<file path="config.mk">
export PLATFORM = sky130hd
export DESIGN_NAME = ifu_fetch
export DESIGN_NICKNAME = d
export VERILOG_FILES = /design/src/rtl/ifu_fetch.sv
export SDC_FILE = /design/constraint.sdc
export NUM_CORES = 1
export LEC_CHECK = 0
export ABC_AREA = 1
export BUFFER_PORTS_ARGS = -buffer_cell sky130_fd_sc_hd__clkbuf_2
export CAP_MARGIN = 0
export CORE_MARGIN = 10
export CORE_UTILIZATION = 54
export DETAILED_ROUTE_END_ITERATION = 8
export PLACE_DENSITY = 0.91
export SLEW_MARGIN = 20
export SYNTH_ARGS = -nofsm -noshare
export SYNTH_HDL_FRONTEND = slang
export SYNTH_SLANG_ARGS = --single-unit
</file>
<file path="constraint.sdc">
create_clock -name clk -period 6.4 [get_ports clk]
set_input_delay 1.28 -clock clk [delete_from_list [all_inputs] [get_ports clk]]
set_output_delay 1.28 -clock clk [all_outputs]
set_load 0.01 [all_outputs]
</file>
<file path="src/rtl/ifu_fetch.sv">
// ifu_fetch: instruction fetch unit with one outstanding memory request,
// a 2-entry instruction FIFO and redirect/flush handling.
module ifu_fetch #(
    parameter logic [31:0] RESET_PC = 32'h0000_0000
) (
    input  logic        clk,
    input  logic        rstn,
    output logic        imem_req,
    output logic [31:0] imem_addr,
    input  logic        imem_rvalid,
    input  logic [31:0] imem_rdata,
    input  logic        redirect_valid,
    input  logic [31:0] redirect_pc,
    output logic        inst_valid,
    input  logic        inst_ready,
    output logic [31:0] inst_out,
    output logic [31:0] inst_pc,
    output logic [6:0]  Op,
    output logic [2:0]  Funct3,
    output logic [6:0]  Funct7
);
    logic [31:0] fetch_pc;
    logic [31:0] pc_q   [2];
    logic [31:0] word_q [2];
    logic        rd_ptr, wr_ptr;
    logic [1:0]  count, count_nxt;
    logic        outstanding, discard;
    logic        rsp, push, pop, issue;

    always_comb begin
        rsp       = imem_rvalid & outstanding;
        push      = rsp & ~discard & ~redirect_valid;
        pop       = inst_valid & inst_ready;
        count_nxt = count + {1'b0, push} - {1'b0, pop};
        // A response completing at this edge frees the slot, so a 1-cycle
        // memory sustains one fetch every two cycles.
        issue     = ~redirect_valid & ~imem_req & (~outstanding | rsp) & (count_nxt != 2'd2);
    end

    assign inst_valid = (count != 2'd0);
    assign inst_out   = word_q[rd_ptr];
    assign inst_pc    = pc_q[rd_ptr];
    assign Op         = inst_out[6:0];
    assign Funct3     = inst_out[14:12];
    assign Funct7     = inst_out[31:25];

    always_ff @(posedge clk or negedge rstn) begin
        if (!rstn) begin
            fetch_pc    <= RESET_PC;
            imem_req    <= 1'b0;
            imem_addr   <= 32'h0;
            count       <= 2'd0;
            rd_ptr      <= 1'b0;
            wr_ptr      <= 1'b0;
            outstanding <= 1'b0;
            discard     <= 1'b0;
        end else begin
            imem_req    <= issue;
            outstanding <= issue | (outstanding & ~imem_rvalid);
            discard     <= redirect_valid ? (outstanding & ~imem_rvalid) : (discard & ~rsp);
            if (redirect_valid) begin
                count    <= 2'd0;
                rd_ptr   <= 1'b0;
                wr_ptr   <= 1'b0;
                fetch_pc <= redirect_pc & 32'hFFFF_FFFC;
            end else begin
                count <= count_nxt;
                if (push) wr_ptr <= ~wr_ptr;
                if (pop) rd_ptr <= ~rd_ptr;
            end
            // imem_addr holds the request address until the next issue,
            // so it doubles as the pc of the outstanding response.
            if (issue) begin
                imem_addr <= fetch_pc;
                fetch_pc  <= fetch_pc + 32'd4;
            end
        end
    end

    always_ff @(posedge clk) begin
        if (push) begin
            pc_q[wr_ptr]   <= imem_addr;
            word_q[wr_ptr] <= imem_rdata;
        end
    end
endmodule

</file>
==> run summary, run 1 <==
Post-CTS Resized -> 0
Port bufs -> 177
Clock sink count -> 191
Antenna viol nets, final -> 0
Share of cells above drive strength 1 -> 22.0%
Global-route wire length before repair -> 30.6 mm
Vias in the first global route -> 6011
RR Endpoint -> fetch_pc[8]
Crit path max fanout -> 64
Fmax -> 0.243 GHz
CTS clk-pin slew, worst paths -> 60 ps
Clk_skew -> 16.5 ps
Net count, final -> 1110
Setup violators final -> 0
FF+latch area -> 5400 µm²
Antenna cells -> 0
Hold Path End -> pc_q[1][30]
Final wirelength -> 19.8 mm
WL/cell -> 16.0 µm
1st-pass router iterations -> 6
Met3 wire length -> 1.57 mm
GRT overflow -> 0
CP arrival -> 2840 ps
Delay-heaviest family, CP -> buffers and inverters
DR iter-0 viols -> 460
Core area -> 15200 µm²
Period utilisation layout -> 64.3%
Post-synth EDFFs -> 124
Outcome -> finished clean
Row count -> 45
Hold path start -> imem_addr[30]
Number of synthesized register bits -> 191
Total Power -> 4.10 mW
Placement Setup Slack -> 2570 ps
Max-slew violations -> 0
Die width -> 145 µm
Multi-input gate area -> 2490 µm²
Power Dens Cells -> 419 nW/µm²
Total CTS buffers -> 17
Area after DPL -> 9270 µm²
Met2 wire len -> 9.48 mm
Final core utilization -> 64.4%
GRT Total Usage -> 19.0%
DR top layer -> met4
Fillers -> 1179
RSZ-0062 raised after global routing -> no
Final std cells w/o fill -> 1239
PnR worst setup slack -> 2280 ps
Critical Path Max Stage Delay -> 910 ps
Maximum VDD drop -> 0.000216 V
Worst-case clock buffer depth -> 2
CTS tree -> built
# IOs -> 184
Initial core utilization -> 55.1%
Worst Tran Pin Value -> 931 ps
Synth Warn # -> 0
Register-to-register setup slack -> 3680 ps
Post-synthesis cell area -> 8370 µm²
Endpoint type of the worst setup path -> output port
Req. time, crit path -> 5120 ps
CTS H-tree lvls -> 4
CP Launch Type -> flop
Mean post-synth cell area -> 9.47 µm²
DPL Wire Length -> 13.9 mm
Slew HR -> 37.9%
Ys flop type -> edfxtp_1
Layout area overhead -> 16.9%
Synth cell types -> 33
Most used cell, CP -> nand2_1
Via count -> 6209
Seq/Total Area, Yosys -> 64.5%
Residual DRC count -> 0
Initial antenna violation count -> 0
Hold Vio Cnt, Final -> 0
Post-Layout Inst Area -> 9790 µm²
Leak -> 4.55 nW
Synth Instances -> 884
HP Class -> reg2reg
Hold WS -> 494 ps
WHS Path Cells -> 0
Kind of critical path -> reg2out
Slowest-stage cell, CP -> clkinv_2
Period minus WS final -> 4120 ps
Die Ht -> 145 µm
Largest net degree at the start of global routing -> 72
Async SR Flop Fraction -> 35.1%
Worst-Skew Late Latency -> 430 ps
CTS Hold Bufs -> 0
Number of max-cap violations -> 0
GPL Wtd Cong -> 0.919
Setup Total Neg Slack -> 0 ps
DR vias/cell -> 5.01
CTS root buf -> clkbuf_16
Worst-path cell chain -> buf_4 > clkinv_2 > nand2_1 > nand2_1 > clkbuf_2
Die area -> 20900 µm²
Placed insts -> 1207
Worst reg2reg startpoint -> count[1]
WP buf/inv -> 3
Post-CTS setup buffers -> 0
Worst reg-to-reg path cell count -> 14
Routed length on met1 -> 8.17 mm
==> report_power, final <==
group / internal [mW] / leakage [nW] / total (mW) / switching, mW
sequential: 1.62 / 1.94 / 1.87 / 0.250
clock: 0.504 / 0.234 / 0.936 / 0.432
combinational: 0.428 / 2.38 / 1.29 / 0.863
total: 2.56 / 4.55 / 4.10 / 1.55
==> sequential cells by signal (all words and copies together), names as in the netlist, 2 cells and up <==
name and count:
word_q 64, fetch_pc 30, imem_addr 30, count 2, pc_q 60
==> logic make-up (layout without fill, tap and decap cells) <==
group | Yosys count | after routing | share of synthesized area, %
AND/OR/NAND/NOR | 541 | 541 | 25.8
flip-flops | 191 | 191 | 64.5
buffers and inverters | 104 | 268 | 6.07
AO/OA/AOI/OAI | 36 | 36 | 2.26
XOR/XNOR | 8 | 8 | 0.837
adder cells (fa/ha/maj) | 3 | 3 | 0.448
other | 1 | 4 | 0.0448
==> layout make-up <==
cell class / instances / share of cell area, %
Sequential cell: 191 / 55.2
Multi-Input combinational cell: 592 / 25.5
Timing Repair Buffer: 185 / 9.66
Clock buffer: 22 / 4.64
Tap cell: 188 / 2.40
Inverter: 51 / 1.97
Clock inverter: 10 / 0.677
==> synthesized netlist by cell type, types with 2 or more instances <==
cell / instances / area (µm²)
nand3_1: 41 / 205
clkbuf_1: 19 / 71.3
nor2_2: 5 / 31.3
ha_1: 3 / 37.5
buf_2: 7 / 35.0
inv_2: 2 / 7.51
inv_1: 49 / 184
nor2_4: 3 / 33.8
o21ai_0: 26 / 130
and2_1: 2 / 12.5
nand2_2: 3 / 18.8
dfrtp_1: 67 / 1680
a21oi_1: 5 / 25.0
nor2_1: 74 / 278
edfxtp_1: 124 / 3720
buf_4: 23 / 173
buf_6: 3 / 33.8
xor2_1: 7 / 61.3
nand2_1: 407 / 1530
==> cells in the final DEF, fill, tap and decap left out, drive strengths merged, types with 3 or more instances in the layout <==
cell and instances:
edfxtp 124, clkinvlp 6, clkbuf 199, a21oi 5, xor2 7, clkinv 4
nor2 82, nand3 42, dfrtp 67, o21ai 27, nand2 411, ha 3
buf 8, inv 51, conb 4
==> worst max path at each step <==
stage                     depth (start not counted)      endpoint      startpoint  slack (ps)
after floorplan                                   5   pc_q[0][10]  redirect_valid        1400
after global placement                           15  fetch_pc[27]  redirect_valid        2620
after detailed placement                         15   fetch_pc[6]  redirect_valid        2570
after CTS                                         5     Funct3[0]          rd_ptr        2570
after global routing                              5         Op[3]          rd_ptr        2000
final                                             5  inst_out[18]          rd_ptr        2280
==> routing by layer <==
metal  vias to the layer above  GRT usage (%)
li1                       3101              -
met1                      2841           23.2
met2                       229           31.2
met3                        38           4.85
met4                         0           8.09
met5                         -              0
(Power assumes the default switching activity.)
==> run 2, diff against run 1 <==
Settings changed: ABC_AREA 1 to 0, PLACE_DENSITY 0.91 to 0.92.
Clock period 6.4 ns to 4 ns, I/O delays scaled along.
==> run summary, run 2 <==
Synth area leaders -> edfxtp_1 (47%), dfrtp_1 (21%), mux2_2 (8.8%) (was edfxtp_1 (44%), dfrtp_1 (20%), nand2_1 (18%))
Req. time, crit path -> 4300 ps (was 5120 ps)
Adder-cell share of the synthesized area -> 0.473% (was 0.448%)
Port bufs -> 177 (unchanged)
Worst-Skew Late Latency -> 420 ps (was 430 ps)
Largest net degree at the start of global routing -> 56 (was 72)
GPL Wtd Cong -> 0.864 (was 0.919)
Delay-heaviest family, CP -> buffers and inverters (unchanged)
Slew HR -> 48.3% (was 37.9%)
Net count, final -> 811 (was 1110)
DR iter-0 viols -> 353 (was 460)
Mean post-synth cell area -> 13.7 µm² (was 9.47 µm²)
Critical path depth -> 13 (was 5)
Outcome -> finished clean (unchanged)
Fmax -> 0.311 GHz
Max-slew violations -> 0 (unchanged)
Row count -> 44 (was 45)
Post-CTS Resized -> 0 (unchanged)
Clk_skew -> 5.47 ps (was 16.5 ps)
Worst reg2reg startpoint -> count[1] (unchanged)
Synth top cells by count -> edfxtp_1 (124), nand2_1 (115), dfrtp_1 (67) (was nand2_1 (407), edfxtp_1 (124), nor2_1 (74))
Worst-path cell chain -> clkbuf_2 > nor2_1 > nand3_1 > ha_1 > inv_1 > ha_1 > xnor3_1 > o211ai_4 > inv_2 > buf_4 > nand2_1 > o32ai_1 > nor2_1 (was buf_4 > clkinv_2 > nand2_1 > nand2_1 > clkbuf_2)
Crit path capture -> fetch_pc[21] (was inst_out[18])
CTS tree -> built (unchanged)
Layout area overhead -> 20.0% (was 16.9%)
Via count -> 5221 (was 6209)
Post-synthesis compound-gate area fraction -> 5.83% (was 2.26%)
Post-Synth XOR/XNOR Area -> 0.504% (was 0.837%)
CP Launch Type -> input pin (was flop)
DR top layer -> met4 (unchanged)
Post-Layout Inst Area -> 9530 µm² (was 9790 µm²)
Commonest non-fill, non-tap cell in the layout -> clkbuf_2 (was nand2_1)
Maximum VDD drop -> 0.000401 V (was 0.000216 V)
Synth Warn # -> 0 (unchanged)
Endpoint type of the worst setup path -> flop (was output port)
RR Endpoint -> fetch_pc[21] (was fetch_pc[8])
DPL Wire Length -> 12.5 mm (was 13.9 mm)
Leading area contributor after synthesis -> edfxtp_1 (unchanged)
Worst Tran Pin Value -> 775 ps (was 931 ps)
WL/cell -> 19.2 µm (was 16.0 µm)
GRT Total Usage -> 17.8% (was 19.0%)
Commonest cells after routing, fill and taps aside -> clkbuf_2 (176), edfxtp_1 (124), nand2_1 (115) (was nand2_1 (407), clkbuf_2 (177), edfxtp_1 (124))
CP arrival -> 3520 ps (was 2840 ps)
WP buf/inv -> 4 (was 3)
Synth cell types -> 59 (was 33)
Core area -> 14500 µm² (was 15200 µm²)
Die width -> 141 µm (was 145 µm)
CTS root buf -> clkbuf_16 (unchanged)
Setup violators final -> 0 (unchanged)
Number of synthesized register bits -> 191 (unchanged)
HP Class -> in2async (was reg2reg)
Hold Vio Cnt, Final -> 0 (unchanged)
# IOs -> 184 (unchanged)
Final wirelength -> 18.0 mm (was 19.8 mm)
Ys flop type -> edfxtp_1 (unchanged)
Die area -> 20000 µm² (was 20900 µm²)
Antenna viol nets, final -> 0 (unchanged)
Yosys top cell area share -> 46.9% (was 44.5%)
Top register by number of flip-flops -> word_q (unchanged)
Die Ht -> 141 µm (was 145 µm)
Register-to-register setup slack -> 840 ps (was 3680 ps)
Worst-case clock buffer depth -> 2 (unchanged)
Post-synthesis cell area -> 7940 µm² (was 8370 µm²)
Post-synth EDFFs -> 124 (unchanged)
Worst Setup SP -> redirect_valid (was rd_ptr)
Slowest-stage cell, CP -> ha_1 (was clkinv_2)
Seq/Total Area, Yosys -> 68.0% (was 64.5%)
Largest register FFs -> 64 (unchanged)
CTS H-tree lvls -> 4 (unchanged)
Count leader, synth -> edfxtp_1 (was nand2_1)
Clock sink count -> 191 (unchanged)
Share of cells above drive strength 1 -> 39.6% (was 22.0%)
Period utilisation layout -> 80.4%
GRT overflow -> 0 (unchanged)
Post-CTS setup buffers -> 0 (unchanged)
Period minus WS final -> 3210 ps
Kind of critical path -> in2reg (was reg2out)
Leak -> 3.98 nW (was 4.55 nW)
Vias in the first global route -> 5394 (was 6011)
Top flop regs -> word_q: 64 flops, pc_q: 60 flops (unchanged)
CTS Hold Bufs -> 0 (unchanged)
Power Dens Cells -> 658 nW/µm² (was 419 nW/µm²)
Area after DPL -> 8930 µm² (was 9270 µm²)
Number of max-cap violations -> 0 (unchanged)
Met3 wire length -> 1.33 mm (was 1.57 mm)
Largest family of logic cells by synthesized area -> simple AND/OR/NAND/NOR gates (unchanged)
Worst reg-to-reg path cell count -> 12 (was 14)
Initial core utilization -> 54.8% (was 55.1%)
Met2 wire len -> 8.95 mm (was 9.48 mm)
Post-Synth Simple-Gate Area -> 11.9% (was 25.8%)
Routed length on met1 -> 7.46 mm (was 8.17 mm)
Async SR Flop Fraction -> 35.1% (unchanged)
Total CTS buffers -> 17 (unchanged)
Initial antenna violation count -> 1 (was 0)
1st-pass router iterations -> 6 (unchanged)
RSZ-0062 raised after global routing -> no (unchanged)
Total Power -> 6.27 mW (was 4.10 mW)
Global-route wire length before repair -> 28.3 mm (was 30.6 mm)
Mux cell area share after synthesis -> 9.17% (was 0%)
Residual DRC count -> 0 (unchanged)
Synth Instances -> 578 (was 884)
Critical Path Max Stage Delay -> 380 ps (was 910 ps)
Crit path max fanout -> 24 (was 64)
CTS clk-pin slew, worst paths -> 70 ps (was 60 ps)
DR vias/cell -> 5.57 (was 5.01)
==> run 2: changes by cell type in the layout (fill, tap and decap cells not counted), sizes merged, moves of 8 or more <==
| cell | previous run | this run |
|---|---|---|
| nor3 | 2 | 10 |
| inv | 51 | 15 |
| nand3 | 42 | 18 |
| nor2 | 82 | 16 |
| mux2 | 0 | 62 |
| nand2 | 411 | 115 |
| o21ai | 27 | 17 |
==> run 2: final cells by class <==
| type | count | area (µm²) |
|---|---|---|
| Timing Repair Buffer | 185 | 996 |
| Fill cell | 1055 | 4950 |
| Clock inverter | 14 | 166 |
| Tap cell | 184 | 230 |
| Sequential cell | 191 | 5400 |
| Antenna cell | 1 | 2.50 |
| Multi-Input combinational cell | 331 | 2250 |
| Clock buffer | 18 | 429 |
| Inverter | 13 | 48.8 |
==> run 2: cell families (layout without fill, tap and decap cells) <==
family	count (synthesis)	after routing
xor+xnor	3	3
simple gates	191	191
mux	65	65
other cells	1	5
fa+ha+maj	3	3
buf+inv	59	230
compound gates	65	65
flops	191	191
==> run 2: metal layers <==
| layer | track usage (%) | vias to the layer above |
|---|---|---|
| met2 | 29.1 | 226 |
| met3 | 5.14 | 21 |
| met4 | 6.36 | 0 |
| met5 | 0 | - |
| li1 | - | 2410 |
| met1 | 22.0 | 2564 |
==> run 2: through the flow <==
step | setup TNS, ps | utilization, % | hold WS, ps | instances | setup slack [ps]
floorplan | -64180 | - | 462 | 581 | -518
global placement | 0 | 61.7 | 476 | 904 | 520
detailed placement | 0 | 61.7 | 489 | 904 | 418
CTS | 0 | 65.8 | 470 | 936 | 797
global route | 0 | 65.8 | 498 | 937 | 591
finish | 0 | 65.8 | 449 | 937 | 785
==> run 2: where the power goes <==
group,internal (mW),switching [mW],total (mW)
Clock,0.983,0.714,1.70
Combinational,0.701,1.00,1.70
Sequential,2.53,0.339,2.87
Total,4.21,2.05,6.27
==> run 2: worst min-delay path by stage <==
stage	start	endpoint	slack, ps	cells after the start
6_report	rstn	imem_addr[15]	450	1
5_1_grt	rstn	imem_addr[14]	500	1
4_1_cts	rstn	imem_addr[15]	470	1
3_5_place_dp	imem_addr[14]	pc_q[0][14]	490	0
3_3_place_gp	imem_addr[11]	pc_q[1][11]	480	0
2_1_floorplan	fetch_pc[26]	imem_addr[26]	460	2
==> run 3, diff against run 2 <==
Settings changed: CORE_UTILIZATION 54 to 49, PLACE_DENSITY 0.92 to 0.89.
Clock period 4 ns to 2.9 ns, I/O delays scaled along.
==> run summary, run 3 (same netlist as run 2, synthesis figures left out) <==
Hold Vio Cnt, Final -> 0 (unchanged)
Slew HR -> 46.7% (was 48.3%)
Core area -> 15900 µm² (was 14500 µm²)
Req. time, crit path -> 3240 ps (was 4300 ps)
CTS root buf -> clkbuf_16 (unchanged)
GPL Wtd Cong -> 0.843 (was 0.864)
Max-slew violations -> 0 (unchanged)
Die width -> 147 µm (was 141 µm)
Power Dens Cells -> 893 nW/µm² (was 658 nW/µm²)
Layout area overhead -> 21.7% (was 20.0%)
WL/cell -> 18.5 µm (was 19.2 µm)
Die Ht -> 147 µm (was 141 µm)
Worst-Skew Late Latency -> 430 ps (was 420 ps)
Number of max-cap violations -> 0 (unchanged)
Top flop regs -> word_q: 64 flops, pc_q: 60 flops (unchanged)
Commonest cells after routing, fill and taps aside -> clkbuf_2 (176), edfxtp_1 (124), nand2_1 (114) (was clkbuf_2 (176), edfxtp_1 (124), nand2_1 (115))
CP arrival -> 3080 ps (was 3520 ps)
Worst reg2reg startpoint -> count[1] (unchanged)
Fmax -> 0.365 GHz
Row count -> 46 (was 44)
DR iter-0 viols -> 265 (was 353)
Port bufs -> 177 (unchanged)
DPL Wire Length -> 12.8 mm (was 12.5 mm)
Final wirelength -> 18.2 mm (was 18.0 mm)
Internal -> 5.75 mW (was 4.21 mW)
Clk pwr share -> 25.7% (was 27.1%)
Maximum VDD drop -> 0.000478 V (was 0.000401 V)
GRT Total Usage -> 16.7% (was 17.8%)
HP Class -> in2async (unchanged)
Initial antenna violation count -> 1 (unchanged)
Top register by number of flip-flops -> word_q (unchanged)
Clock sink count -> 191 (unchanged)
Vias in the first global route -> 5433 (was 5394)
Crit path max fanout -> 5 (was 24)
CTS H-tree lvls -> 4 (unchanged)
Hold WS -> 234 ps (was 449 ps)
GRT overflow -> 0 (unchanged)
Period utilisation layout -> 94.3%
RR Endpoint -> fetch_pc[26] (was fetch_pc[21])
Worst reg-to-reg path cell count -> 12 (unchanged)
Clk_skew -> 9.54 ps (was 5.47 ps)
Setup violators final -> 0 (unchanged)
Outcome -> finished clean (unchanged)
Flop pwr share -> 45.2% (was 45.7%)
CTS tree -> built (unchanged)
Die area -> 21700 µm² (was 20000 µm²)
Global-route wire length before repair -> 29.0 mm (was 28.3 mm)
Initial core utilization -> 50.0% (was 54.8%)
Via count -> 5230 (was 5221)
Final core utilization -> 60.8% (was 65.8%)
# IOs -> 184 (unchanged)
Worst-case clock buffer depth -> 2 (unchanged)
CTS Hold Bufs -> 0 (unchanged)
Commonest non-fill, non-tap cell in the layout -> clkbuf_2 (unchanged)
Largest register FFs -> 64 (unchanged)
Residual DRC count -> 0 (unchanged)
Leak -> 4.05 nW (was 3.98 nW)
Antenna viol nets, final -> 0 (unchanged)
CP Launch Type -> flop (was input pin)
Endpoint type of the worst setup path -> flop (unchanged)
Worst Tran Pin Value -> 799 ps (was 775 ps)
Net count, final -> 825 (was 811)
Sw frac -> 33.3% (was 32.8%)
Period minus WS final -> 2740 ps
Register-to-register setup slack -> 160 ps (was 840 ps)
Switching pwr -> 2.87 mW (was 2.05 mW)
Share of cells above drive strength 1 -> 41.4% (was 39.6%)
PnR worst setup slack -> 164 ps (was 785 ps)
Largest net degree at the start of global routing -> 49 (was 56)
DR vias/cell -> 5.32 (was 5.57)
Total CTS buffers -> 17 (unchanged)
Kind of critical path -> reg2reg (was in2reg)
Placement Setup Slack -> -30.4 ps (was 418 ps)
Comb power frac -> 29.1% (was 27.2%)
1st-pass router iterations -> 5 (was 6)
CTS clk-pin slew, worst paths -> 70 ps (about the same)
run 3: power groups by stage:
stage          clock network (mW)  logic [mW]  registers [mW]
4_1_cts                      2.26        2.50            3.90
3_3_place_gp                    0        2.42            3.92
3_5_place_dp                    0        2.48            3.95
6_report                     2.22        2.51            3.90
5_1_grt                      2.37        2.78            3.97
2_1_floorplan                   0        1.49            3.92
run 3: final cells by class:
cell class	instances	area, µm²
repair buffers	199	1100
diodes	1	2.50
inverters	13	53.8
clock inverters	15	135
well taps	216	270
clock buffers	17	425
fillers	1259	6220
multi-input cells	331	2270
flip-flops and latches	191	5400
run 3: per-layer routing:
metal  up-vias  share of wire, %  global-route usage, %
li1       2438                 -                      -
met5         -                 0                      0
met1      2553                42                   20.6
met2       213                49                   27.6
met4         0               1.7                   6.00
met3        26               7.4                   4.64
run 3: repair_timing:
item	CTS	global route
setup buffers	0	3
gates resized for setup	0	8
endpoints found under the setup margin	0	16
run 3: worst max path at each step:
stage	slack, ps	startpoint	depth (start not counted)	endpoint
4_1_cts	40	count[1]	11	fetch_pc[31]
2_1_floorplan	-320	redirect_valid	5	pc_q[0][10]
5_1_grt	-10	count[1]	12	fetch_pc[26]
6_report	160	count[1]	12	fetch_pc[26]
3_3_place_gp	30	redirect_valid	12	fetch_pc[19]
3_5_place_dp	-30	redirect_valid	12	fetch_pc[31]
run 3: worst max-delay path, stage by stage, from the launching register on:
cell      delay (ps)
dfrtp_1          380
or2_2            300
and2_4           170
ha_1             270
inv_1             40
ha_1             180
xnor3_2          260
o211ai_4         110
clkinv_4         100
buf_4            150
nand3_4           60
or4_1            480
a21oi_1          140
run 3: stage by stage:
stage | power, mW | TNS, ps | cells | instance area, µm²
global placement | 6.34 | 0 | 947 | 9050
global route | 9.12 | -23.8 | 983 | 9660
detailed placement | 6.43 | -65.2 | 947 | 9050
floorplan | 5.41 | -39610 | 581 | 7970
finish | 8.63 | 0 | 983 | 9660
CTS | 8.66 | 0 | 979 | 9610
